[src/rtl/fetch_sequencer.sv]
// Multi-cycle fetch control: arbitrates instruction memory between the word-serial
// loader and normal fetch, then sequences FETCH/DECODE/EXEC with one PC write per retire.
module fetch_sequencer #(
   parameter int ADDR_W   = 10,
   parameter int IM_LAT   = 1,
   parameter int BUSY_MAX = 255
) (
   input  logic              CLK,
   input  logic              RST_N,
   input  logic              start,
   input  logic              ld_valid,
   input  logic [31:0]       ld_data,
   input  logic              ld_last,
   output logic              ld_ready,
   output logic              im_WE,
   output logic [31:0]       im_DATA,
   output logic              im_sel,
   output logic [ADDR_W-1:0] ld_addr,
   output logic              ld_wrap,
   output logic              ir_WE,
   input  logic              halt_instr,
   input  logic              ex_busy,
   output logic              uc_W_PC,
   output logic [31:0]       instr_cnt,
   output logic              running,
   output logic              halted,
   output logic              wd_err,
   output logic [2:0]        state
);

   localparam int LAT_W  = (IM_LAT > 1) ? $clog2(IM_LAT) : 1;
   localparam int BUSY_W = (BUSY_MAX > 1) ? $clog2(BUSY_MAX + 1) : 1;
   localparam logic [LAT_W-1:0]  LAT_LAST  = LAT_W'(IM_LAT - 1);
   localparam logic [BUSY_W-1:0] BUSY_LAST = BUSY_W'(BUSY_MAX - 1);

   typedef enum logic [2:0] {
      S_IDLE   = 3'd0,
      S_LOAD   = 3'd1,
      S_FETCH  = 3'd2,
      S_DECODE = 3'd3,
      S_EXEC   = 3'd4,
      S_HALT   = 3'd5
   } state_t;

   state_t              state_q, state_d;
   logic [ADDR_W-1:0]   ld_addr_q, ld_addr_d;
   logic                ld_wrap_q, ld_wrap_d;
   logic                wd_err_q, wd_err_d;
   logic [31:0]         instr_cnt_q, instr_cnt_d;
   logic [LAT_W-1:0]    lat_q, lat_d;
   logic [BUSY_W-1:0]   busy_q, busy_d;
   logic                accept;

   assign ld_ready  = (state_q == S_IDLE) || (state_q == S_LOAD) || (state_q == S_HALT);
   assign accept    = ld_valid & ld_ready;
   assign im_WE     = accept;
   assign im_DATA   = ld_data;
   assign im_sel    = ld_ready;
   // A burst always starts at address 0, so outside LOAD the next write address is 0.
   assign ld_addr   = (state_q == S_LOAD) ? ld_addr_q : '0;
   assign ld_wrap   = ld_wrap_q;
   assign wd_err    = wd_err_q;
   assign instr_cnt = instr_cnt_q;
   assign running   = (state_q == S_FETCH) || (state_q == S_DECODE) || (state_q == S_EXEC);
   assign halted    = (state_q == S_HALT);
   assign state     = state_q;

   always_comb begin
      state_d     = state_q;
      ld_addr_d   = ld_addr_q;
      ld_wrap_d   = ld_wrap_q;
      wd_err_d    = wd_err_q;
      instr_cnt_d = instr_cnt_q;
      lat_d       = lat_q;
      busy_d      = busy_q;
      ir_WE       = 1'b0;
      uc_W_PC     = 1'b0;
      unique case (state_q)
         S_IDLE: begin
            if (accept) begin
               state_d   = S_LOAD;
               ld_addr_d = ADDR_W'(1);
               ld_wrap_d = 1'b0;
            end else if (start) begin
               state_d = S_FETCH;
               lat_d   = '0;
            end
         end
         S_LOAD: begin
            if (accept) begin
               ld_addr_d = ld_addr_q + ADDR_W'(1);
               if (&ld_addr_q) ld_wrap_d = 1'b1;
               if (ld_last) state_d = S_IDLE;
            end
         end
         S_FETCH: begin
            if (lat_q == LAT_LAST) state_d = S_DECODE;
            else lat_d = lat_q + LAT_W'(1);
         end
         S_DECODE: begin
            ir_WE   = 1'b1;
            busy_d  = '0;
            state_d = S_EXEC;
         end
         S_EXEC: begin
            if (halt_instr) begin
               state_d = S_HALT;
            end else if (ex_busy) begin
               busy_d = busy_q + BUSY_W'(1);
               if (busy_q == BUSY_LAST) begin
                  state_d  = S_HALT;
                  wd_err_d = 1'b1;
               end
            end else begin
               uc_W_PC     = 1'b1;
               instr_cnt_d = instr_cnt_q + 32'd1;
               state_d     = S_FETCH;
               lat_d       = '0;
            end
         end
         S_HALT: begin
            if (accept) begin
               state_d   = S_LOAD;
               ld_addr_d = ADDR_W'(1);
               ld_wrap_d = 1'b0;
               wd_err_d  = 1'b0;
            end
         end
         default: state_d = S_IDLE;
      endcase
   end

   always_ff @(posedge CLK or negedge RST_N) begin
      if (!RST_N) begin
         state_q     <= S_IDLE;
         ld_addr_q   <= '0;
         ld_wrap_q   <= 1'b0;
         wd_err_q    <= 1'b0;
         instr_cnt_q <= '0;
         lat_q       <= '0;
         busy_q      <= '0;
      end else begin
         state_q     <= state_d;
         ld_addr_q   <= ld_addr_d;
         ld_wrap_q   <= ld_wrap_d;
         wd_err_q    <= wd_err_d;
         instr_cnt_q <= instr_cnt_d;
         lat_q       <= lat_d;
         busy_q      <= busy_d;
      end
   end

endmodule

[config.mk]
export PLATFORM = sky130hd
export DESIGN_NAME = fetch_sequencer
export DESIGN_NICKNAME = d
export VERILOG_FILES = /design/src/rtl/fetch_sequencer.sv
export SDC_FILE = /design/constraint.sdc
export NUM_CORES = 1
export LEC_CHECK = 0
export BUFFER_PORTS_ARGS = -buffer_cell sky130_fd_sc_hd__buf_2
export CAP_MARGIN = 20
export CORE_MARGIN = 2
export CORE_UTILIZATION = 44
export CTS_CLUSTER_SIZE = 28
export DETAILED_ROUTE_END_ITERATION = 7
export PLACE_DENSITY = 0.77
export SKIP_LAST_GASP = 1
export SYNTH_ARGS = -nofsm -noshare
export SYNTH_HDL_FRONTEND = slang
export SYNTH_SLANG_ARGS = --single-unit
[constraint.sdc]
create_clock -name CLK -period 2 [get_ports CLK]
set_clock_uncertainty 0.1 [all_clocks]
set_input_delay 0.3 -clock CLK [delete_from_list [all_inputs] [get_ports CLK]]
set_output_delay 0.3 -clock CLK [all_outputs]
set_load 0.02 [all_outputs]
Yosys cells after proc, flatten, opt, wreduce, memory -nomap -nowiden
Index checks and enable logic that the tools add are counted.
- multiplexer cells: 35
- equal/unequal tests: 20
- add/sub/neg operators: 4
- reductions and logical operators: 18
- bitwise logic cells: 3
- operator list (operator ; number):
    $add A32 B1 Y32 const B ; 1
    $mux W10 ; 3
    $mux W3 ; 9
    $pmux W10 S2 ; 1
    $ne A2 B2 Y1 const B ; 9
    $pmux W3 S6 ; 1
    $mux W8 ; 2
    $pmux W8 S2 ; 1
    $mux W1 ; 15
    $add A10 B1 Y10 const B ; 1
    $reduce_and A10 Y1 ; 1
    $reduce_and A5 Y1 ; 2
    $reduce_and A3 Y1 ; 3
    $add A8 B1 Y8 const B ; 1
    $eq A8 B8 Y1 const B ; 1
    $eq A3 B2 Y1 const B ; 2
    $eq A3 B3 Y1 const B ; 2
    $ne A2 B1 Y1 const B ; 3
    $reduce_and A6 Y1 ; 1
    $reduce_bool A2 Y1 ; 3
    $logic_or A1 B1 Y1 ; 4
    $ne A4 B3 Y1 const B ; 1
    $pmux W1 S2 ; 2
    $reduce_and A4 Y1 ; 1
    9 further kinds ; 10
- logic and storage cells: 87
- output and inout bits: 86
- register bits: 56
- input port bits: 39

Depth between registers and ports, before layout
Gate-level depths: netlist of run 1.
- depth in word-level cells: 6
- mapped depth: 6
- depth with buffers taken out: 5

Worst setup path after synthesis of run 1
Ideal clock, no wire load.
- path kind: flip-flop to flip-flop
- start point: reg state_q[1] (netlist: state[1])
- end point: reg instr_cnt_q[1] (netlist: instr_cnt[1])
- stages on the path, launching flop included: 5
- setup time: 125 ps
- data required time: 1775 ps
- setup slack: -193 ps
- data arrival time: 1969 ps
- path buffers: 1
- clock period less this slack: 2193 ps
- cell sequence: dfrtp_1 -> or4b_1 -> buf_2 -> nor2_1 -> mux2_2
- longest elaborated chain between the ends: 2
- ends and longest elaborated chain (what ; line ; source):
    start, declared ; 45 ; state_t state_q, state_d;
    start signal, assigned ; 143 ; state_q <= state_d;
    $eq A3 B3 Y1 ; 78 ; unique case (state_q)
    $reduce_and A3 Y1 (no line) ; n/a ;
    end signal, assigned ; 147 ; instr_cnt_q <= instr_cnt_d;
    end, declared ; 49 ; logic [31:0] instr_cnt_q, instr_cnt_d;
Every way passes these cells.
A chain may end at the register's enable or synchronous reset.

Worst setup path in the final report of run 1
- start point: reg state_q[0] (netlist: state[0])
- end point: reg instr_cnt_q[18] (netlist: instr_cnt[18])
The elaborated chain is that of the path after synthesis.

==> results by group, run 1 <==
Die
  – Initial Utilization: 0.455
  – Chip Height: 87.8 um
  – Die Area: 7720 sq um
  – Die width: 87.8 um
  – Core area: 6790 sq um
  – Num rows: 30
  – # IOs: 125

CTS
  – Worst skew pair latency: 310 ps
  – Clk slew on worst S/H paths: 100 ps
  – H-tree Lvls: 2
  – CTS root buffer: clkbuf_8
  – CTS buffer count: 5
  – Clock Tree Buf Depth: 2
  – Clk sinks: 55
  – TritonCTS clock tree: built

Critical path
  – CP endpoint kind: flop
  – Critical R2R Launch: state[0]$_DFFE_PN0P_
  – Critical Path, Cell by Cell: or4b_4 > buf_4 > nor4_4 > buf_4 > nand4_1 > xnor2_1
  – CP max FO: 7
  – Worst EP required: 2100 ps
  – Crit path top cell by count: buf_4
  – Crit Reg-Reg Endpoint: instr_cnt[18]$_DFFE_PN0P_
  – CP peak stage delay: 540 ps
  – Critical Path AT: 2140 ps
  – Reg2reg setup slack: -50 ps
  – R2R depth: 6
  – Critical Path Source: state[0]$_DFFE_PN0P_
  – CP Launch Type: flop
  – Worst Setup EP: instr_cnt[18]$_DFFE_PN0P_
  – Crit path kind: reg2reg
  – Worst path slowest cell: or4b_4

Placement
  – I/O Buffers: 60
  – Post-DP HPWL: 4740 um
  – GPL Wtd Cong: 0.818
  – Post-Place Setup Slack: -97.5 ps

Final layout
  – Number of diodes: 0
  – Layout Utilization: 0.533
  – Fin nets: 403
  – Fraction of layout cells with a size suffix above 1: 0.307
  – Area grow syn2layout: 17.1%

Pwr
  – Peak supply drop: 0.761 mV
  – PwrDens: 853 nW/um^2
  – Leakage power: 1.74 nW

STA
  – RSZ-0062 raised after global routing: yes
  – Setup ws final: -45.6 ps
  – Setup TNS: -133 ps
  – Final setup fails: 5
  – Final Hold Fails: 0
  – Part of the cycle the worst path needs: 1.02
  – Tmin final: 2050 ps
  – Measured slew at the worst slew-check pin: 580 ps
  – Fmax: 0.489 GHz
  – Slew Limit Fails: 0
  – Worst slew margin: 0.613

Logic synthesis
  – Unique cell type count in the Yosys netlist: 41
  – Count of state elements after synthesis: 55
  – Asr flop ratio synth: 1.00
  – Top cells by area, synth: dfrtp_1, buf_4, xnor2_1
  – Area fraction of the dominant cell type after synthesis: 0.445
  – Synth cell count leaders: dfrtp_1, buf_4, xnor2_1
  – Synthesized area per cell: 9.88 sq um
  – Sequential fraction of the synthesis area: 0.445
  – Ys Warns: 0
  – Most common cell in the synthesized netlist: dfrtp_1
  – Post-synth EDFFs: 0
  – Post-Synthesis Cell Area: 3090 sq um
  – Mapped Cells: 313
  – Synthesized Nets: 356
  – Area leader, netlist: dfrtp_1
  – Main synth FF type: dfrtp_1

Detailed routing
  – # DRC: 0
  – Final WL: 6640 um
  – DR vias/cell: 5.34
  – DR pass1 iterations: 4
  – Antenna Nets Post-Route: 0
  – DR vias: 2441
  – Wirelength per Cell: 14.5 um
  – Initial DRC Count: 52

Min path
  – Hold_sp: ld_valid
  – Worst hold path type: in2reg

GRT
  – Antenna violations before repair: 0
  – Global-route wire length before repair: 10800 um
  – Gr ovfl total: 0
  – Largest net degree at the start of global routing: 33
  – GRT Util Overall: 0.177
  – Number of global-route vias before repair: 2342

Outcome
  – Outcome: complete, but fails checks
  – Failing checks: negative setup slack

Run
  – Max Cap Viol: 0
[critical path, delay by kind of cell (launching register included)]
family | cells | cell delay, ps
XOR/XNOR | 1 | 150
AND/OR/NAND/NOR | 3 | 910
flip-flops | 1 | 420
buffers and inverters | 2 | 350
[repair_timing]
item | 4_1_cts | 5_1_grt
endpoints found under the setup margin | 31 | 41
pin swaps | 3 | 14
setup buffers | 4 | 1
gates resized for setup | 15 | 13
hold endpoints to repair | 23 | 0
hold buffers | 1 | 0
gates cloned | 1 | 0
[layout by cell type (no fill, tap or decap), drive strengths merged, types with 2 or more instances in the layout]
cell type	instances
a21oi	10
a31oi	2
and2	17
and3	4
and4	9
buf	83
clkbuf	5
clkinv	2
dfrtp	55
ha	4
inv	7
mux2i	2
nand2	15
nand3	13
nand3b	4
nand4	21
nand4b	2
nor2	19
nor2b	6
nor3	8
nor4	2
o21ai	10
or3	7
or4b	3
xnor2	28
xor2	10
[power breakdown]
group / internal [mW] / leakage (nW) / switching, mW / total, mW
logic: 0.475 / 0.950 / 0.666 / 1.14
clock network: 0.252 / 0.0443 / 0.391 / 0.643
registers: 1.21 / 0.750 / 0.0955 / 1.31
[routing by layer]
layer	global-route usage	up-vias	wire length, um	share of wire
met3	0.0452	7	364	0.055
met4	0.0448	0	68	0.010
met1	0.225	1203	2900	0.44
met2	0.303	83	3310	0.50
li1	-	1148	-	-
met5	0	-	0	0
[kinds of logic (layout without fill, tap and decap cells)]
| logic type | after synthesis | count (layout) | synth area share |
|---|---|---|---|
| AND/OR/NAND/NOR | 132 | 133 | 0.262 |
| flip-flops | 55 | 55 | 0.445 |
| buffers and inverters | 52 | 99 | 0.104 |
| XOR/XNOR | 38 | 38 | 0.108 |
| AO/OA/AOI/OAI | 29 | 29 | 0.0550 |
| adder cells (fa/ha/maj) | 4 | 4 | 0.0162 |
| multiplexers | 3 | 3 | 0.0101 |
[registers in the layout (all words and copies together), names as in the netlist]
signal,count
ld_wrap,1
ld_addr_q,10
wd_err,1
instr_cnt,32
state,3
busy_q,8
[cell type report]
cell class / count / area (sq um)
inverter: 7 / 26.3
multi-input combinational: 207 / 1470
clock inverter: 3 / 25.0
sequential: 55 / 1380
timing repair buffer: 84 / 534
fill: 597 / 3170
clock buffer: 5 / 68.8
tap: 96 / 120
[per-stage QoR]
stage                     area, sq um  cells  hold WS [ps]  power, mW
after detailed placement         3370    442           234       2.32
after global routing             3620    457           135       3.28
final                            3620    457           127       3.09
after floorplan                  3110    313         -95.6       2.06
after CTS                        3560    456           113       3.07
after global placement           3370    442           224       2.29
[how the worst min path moves through the flow]
stage	slack, ps	endpoint	cells past startpoint
2_1_floorplan	-100	busy_q[0]$_DFFE_PN0P_	0
3_3_place_gp	220	ld_addr_q[5]$_DFFE_PN0P_	1
3_5_place_dp	230	ld_addr_q[5]$_DFFE_PN0P_	1
4_1_cts	110	ld_addr_q[0]$_DFFE_PN0P_	2
5_1_grt	140	ld_addr_q[0]$_DFFE_PN0P_	2
6_report	130	ld_addr_q[0]$_DFFE_PN0P_	2
No activity file was read; power rests on OpenSTA's default activity.
==> inputs of run 2 (changes only) <==
Settings changed: CORE_UTILIZATION 44 to 40, PLACE_DENSITY 0.77 to unset, PLACE_DENSITY_LB_ADDON set to 0.3.
==> run 2 against run 1 <==
Effect of this change:
- the run still ends with negative setup slack left
- critical path depth shrank 3
- wire length shrank 2.9%
- worst hold slack improved by 42 ps
- worst setup slack gained 35 ps
- final cell count increased by 3.1%
- largest power group unchanged
- highest routed layer unchanged
==> results by group, run 2 (synthesized netlist as in run 1, its figures left out) <==
Outcome
  – Outcome: complete, but fails checks
  – Failing checks: negative setup slack

Placement
  – Post-DP HPWL: 4550 um
  – Post-Place Setup Slack: -78.8 ps
  – GPL Wtd Cong: 0.786
  – Placement Cell Area: 3420 sq um
  – I/O Buffers: 60
  – Dpl cells: 454

Critical path
  – CP endpoint kind: output port
  – Worst EP required: 1600 ps
  – CP Buf/Inv Count: 1
  – Critical R2R Launch: state[2]$_DFFE_PN0P_
  – Top Family by Delay on Critical Path: simple AND/OR/NAND/NOR gates
  – Critical Path Source: state[0]$_DFFE_PN0P_
  – Crit Reg-Reg Endpoint: ld_addr_q[6]$_DFFE_PN0P_
  – Critical Path, Cell by Cell: or4b_4 > nor2_4 > buf_6
  – Crit path kind: reg2out
  – Worst Setup EP: uc_W_PC
  – Worst path slowest cell: or4b_4
  – R2R depth: 5
  – Reg2reg setup slack: 40 ps
  – CP Launch Type: flop
  – CP peak stage delay: 590 ps
  – Critical Path AT: 1610 ps
  – CP max FO: 4
  – CP Depth: 3

Die
  – Core area: 7610 sq um
  – Die Area: 8450 sq um
  – # IOs: 125
  – Initial Utilization: 0.407
  – Chip Height: 91.9 um
  – Die width: 91.9 um
  – Num rows: 32

CTS
  – TritonCTS clock tree: built
  – Worst skew pair latency: 320 ps
  – CTS buffer count: 5
  – Clk slew on worst S/H paths: 100 ps
  – Clock Tree Buf Depth: 2
  – H-tree Lvls: 2
  – CTS root buffer: clkbuf_8
  – Clk sinks: 55

STA
  – RSZ-0062 raised after global routing: yes
  – Final setup fails: 2
  – Fmax: 0.497 GHz
  – Slew Limit Fails: 0
  – WHS: 169 ps
  – Measured slew at the worst slew-check pin: 513 ps
  – Part of the cycle the worst path needs: 1.01
  – Final Hold Fails: 0
  – Worst slew margin: 0.658
  – Setup TNS: -12.1 ps
  – Setup ws final: -10.1 ps
  – Tmin final: 2010 ps

Final layout
  – Design Area, Final: 3740 sq um
  – Commonest cells after routing, fill and taps aside: dfrtp_1, buf_2, xnor2_1
  – Cell Count, Final, Fillers Out: 471
  – Layout Utilization: 0.492
  – Fillers: 720
  – Fin nets: 411
  – Most common cell after layout, fill and taps aside: dfrtp_1
  – Number of diodes: 0
  – Max FFs per register: 32
  – Fraction of layout cells with a size suffix above 1: 0.347
  – Area grow syn2layout: 21.1%

Detailed routing
  – Final WL: 6450 um
  – DR vias/cell: 5.08
  – Wirelength per Cell: 13.7 um
  – # DRC: 0
  – Initial DRC Count: 60
  – DR vias: 2392
  – DR pass1 iterations: 4
  – Antenna Nets Post-Route: 0

GRT
  – GRT Util Overall: 0.154
  – Largest net degree at the start of global routing: 35
  – Gr ovfl total: 0
  – Number of global-route vias before repair: 2237
  – Antenna violations before repair: 0
  – Global-route wire length before repair: 10700 um

Run
  – Max Cap Viol: 0

Min path
  – Worst hold path type: in2reg
  – Hold_sp: ld_valid

Pwr
  – PwrDens: 871 nW/um^2
  – Leakage power: 1.80 nW
  – Peak supply drop: 0.680 mV
  – Total power: 3.26 mW
==> run 2: how the worst min path moves through the flow <==
stage,end,slack (ps),cells past startpoint
after global placement,instr_cnt[15]$_DFFE_PN0P_,210,1
after global routing,ld_addr_q[1]$_DFFE_PN0P_,180,2
after floorplan,busy_q[0]$_DFFE_PN0P_,-100,0
after CTS,ld_addr_q[1]$_DFFE_PN0P_,160,2
after detailed placement,instr_cnt[15]$_DFFE_PN0P_,210,1
final,ld_addr_q[1]$_DFFE_PN0P_,170,2
==> run 2: per-layer routing <==
metal	GRT usage	part of all wire	vias up
met4	0.0398	0.013	0
li1	-	-	1166
met1	0.210	0.47	1146
met5	0	0	-
met3	0.0329	0.056	9
met2	0.251	0.46	71
==> run 2: area by class of cell <==
| type | instances | area, sq um | area share |
|---|---|---|---|
| Tap cell | 102 | 128 | 0.0341 |
| Sequential cell | 55 | 1380 | 0.368 |
| Multi-Input combinational cell | 206 | 1470 | 0.392 |
| Timing Repair Buffer | 93 | 647 | 0.173 |
| Inverter | 7 | 26.3 | 0.00702 |
| Clock inverter | 3 | 27.5 | 0.00735 |
| Clock buffer | 5 | 68.8 | 0.0184 |
==> run 2: repair_timing <==
item,in CTS,in global routing
gates resized for setup,22,28
setup buffers,2,6
gates cloned,1,0
hold buffers,1,0
endpoints found under the setup margin,28,25
endpoints found under the hold margin,21,0
pin swaps,1,8
==> run 2: where the power goes <==
part | switching, mW | internal [mW] | total, mW | leakage, nW
Clock | 0.404 | 0.258 | 0.662 | 0.0463
Sequential | 0.104 | 1.21 | 1.31 | 0.750
Combinational | 0.690 | 0.594 | 1.28 | 1.00
==> inputs of run 3 (changes only) <==
Settings changed: MAX_ROUTING_LAYER set to met4.
==> run 3 against run 2 <==
Effect of this change:
- the run still ends with negative setup slack left
- wire length up 1.2%
- final area is the same
- via count grew 0.29%
- worst setup slack improved by 1.9 ps
- critical endpoint unchanged
- clock power about the same
- sequential share of layout area stayed put
- clock-buffer cell count unchanged
- largest cell class unchanged
==> results by group, run 3 (synthesized netlist as in run 1, its figures left out) <==
Die
  – Core area: 7610 sq um
  – Die width: 91.9 um
  – Die Area: 8450 sq um
  – Initial Utilization: 0.407
  – Chip Height: 91.9 um
  – # IOs: 125
  – Num rows: 32

Detailed routing
  – Wl on met1: 3090 um
  – DR vias: 2399
  – Routed wl met2: 2990 um
  – Met3 wire len: 361 um
  – Initial DRC Count: 65
  – Max layer used: met4
  – DR vias/cell: 5.09
  – # DRC: 0
  – Wirelength per Cell: 13.9 um
  – Antenna Nets Post-Route: 0
  – Final WL: 6530 um
  – DR pass1 iterations: 4

Critical path
  – CP Launch Type: flop
  – Worst EP required: 1600 ps
  – Crit Reg-Reg Endpoint: ld_addr_q[6]$_DFFE_PN0P_
  – Crit path kind: reg2out
  – CP endpoint kind: output port
  – CP max FO: 4
  – Reg2reg setup slack: 40 ps
  – Critical Path AT: 1610 ps
  – R2R depth: 5
  – Critical R2R Launch: state[2]$_DFFE_PN0P_

STA
  – Final Hold Fails: 0
  – Measured slew at the worst slew-check pin: 515 ps
  – Worst slew margin: 0.657
  – Slew Limit Fails: 0
  – Fmax: 0.498 GHz
  – Final setup fails: 2
  – Setup TNS: -11.5 ps
  – Part of the cycle the worst path needs: 1.00
  – Tmin final: 2010 ps
  – Setup ws final: -8.25 ps
  – RSZ-0062 raised after global routing: yes

CTS
  – CTS root buffer: clkbuf_8
  – Clk slew on worst S/H paths: 100 ps
  – H-tree Lvls: 2
  – TritonCTS clock tree: built
  – Worst skew pair latency: 320 ps
  – Clock Tree Buf Depth: 2
  – CTS buffer count: 5
  – Clk sinks: 55

Final layout
  – Fillers: 720
  – Area grow syn2layout: 21.1%
  – Commonest cells after routing, fill and taps aside: dfrtp_1, buf_2, xnor2_1
  – Multi-input gate area: 1470 sq um
  – Number of diodes: 0
  – Fraction of layout cells with a size suffix above 1: 0.347
  – Most common cell after layout, fill and taps aside: dfrtp_1
  – Fin nets: 411
  – Design Area, Final: 3740 sq um
  – Storage element area: 1380 sq um
  – Cell Count, Final, Fillers Out: 471
  – Max FFs per register: 32

GRT
  – Number of global-route vias before repair: 2232
  – Global-route wire length before repair: 10700 um
  – Gr ovfl total: 0
  – GRT Util Overall: 0.159
  – Antenna violations before repair: 0
  – Largest net degree at the start of global routing: 35

Min path
  – Hold path depth: 2
  – Hold_sp: ld_valid
  – Worst hold path type: in2reg
  – Worst Hold End: ld_addr_q[1]$_DFFE_PN0P_

Placement
  – I/O Buffers: 60
  – Post-Place Setup Slack: -78.8 ps
  – Post-DP HPWL: 4550 um
  – Dpl cells: 454
  – GPL Wtd Cong: 0.797
  – Placement Cell Area: 3420 sq um

Run
  – Max Cap Viol: 0

Pwr
  – Peak supply drop: 0.688 mV
  – Total power: 3.27 mW
  – Leakage power: 1.80 nW
  – PwrDens: 872 nW/um^2

Outcome
  – Outcome: complete, but fails checks
  – Failing checks: negative setup slack
==> run 3: worst max-delay path: stages (launching register included) <==
cell,delay (ps)
dfrtp_2,430
or4b_4,590
nor2_4,150
buf_6,130
==> run 3: layout make-up <==
| cell class | count | share of cell area |
|---|---|---|
| multi-input combinational | 206 | 0.392 |
| sequential | 55 | 0.368 |
| timing repair buffer | 93 | 0.173 |
| tap | 102 | 0.0341 |
| clock buffer | 5 | 0.0184 |
| clock inverter | 3 | 0.00735 |
| inverter | 7 | 0.00702 |
==> run 3: through the flow <==
stage,hold WS (ps),utilization
global route,182,0.492
floorplan,-95.6,-
global placement,205,0.450
finish,172,0.492
detailed placement,208,0.450
CTS,165,0.474
==> run 3: repair_timing <==
action	in CTS	in global routing
gates resized for setup	22	28
cloned	1	0
endpoints found under the hold margin	21	0
pin swaps	1	8
setup buffers	2	6
endpoints found under the setup margin	28	25
hold buffers	1	0
==> run 3: metal layers <==
layer  vias to the layer above  track usage
met1                      1152        0.212
li1                       1166            -
met5                         -            -
met2                        72        0.249
met3                         9       0.0329
met4                         0       0.0398
==> run 3: worst max path at each step <==
stage | startpoint | endpoint | depth (start not counted)
4_1_cts | state[2]$_DFFE_PN0P_ | ld_addr[2] | 6
3_3_place_gp | halt_instr | instr_cnt[31]$_DFFE_PN0P_ | 7
3_5_place_dp | halt_instr | instr_cnt[18]$_DFFE_PN0P_ | 6
6_report | state[0]$_DFFE_PN0P_ | uc_W_PC | 3
2_1_floorplan | state[0]$_DFFE_PN0P_ | instr_cnt[14]$_DFFE_PN0P_ | 5
5_1_grt | state[2]$_DFFE_PN0P_ | ld_addr[9] | 6
==> run 3: power by group <==
part | total [mW] | internal, mW | switching (mW)
combinational | 1.29 | 0.594 | 0.696
clock | 0.663 | 0.258 | 0.405
sequential | 1.31 | 1.21 | 0.104
total | 3.27 | 2.06 | 1.20
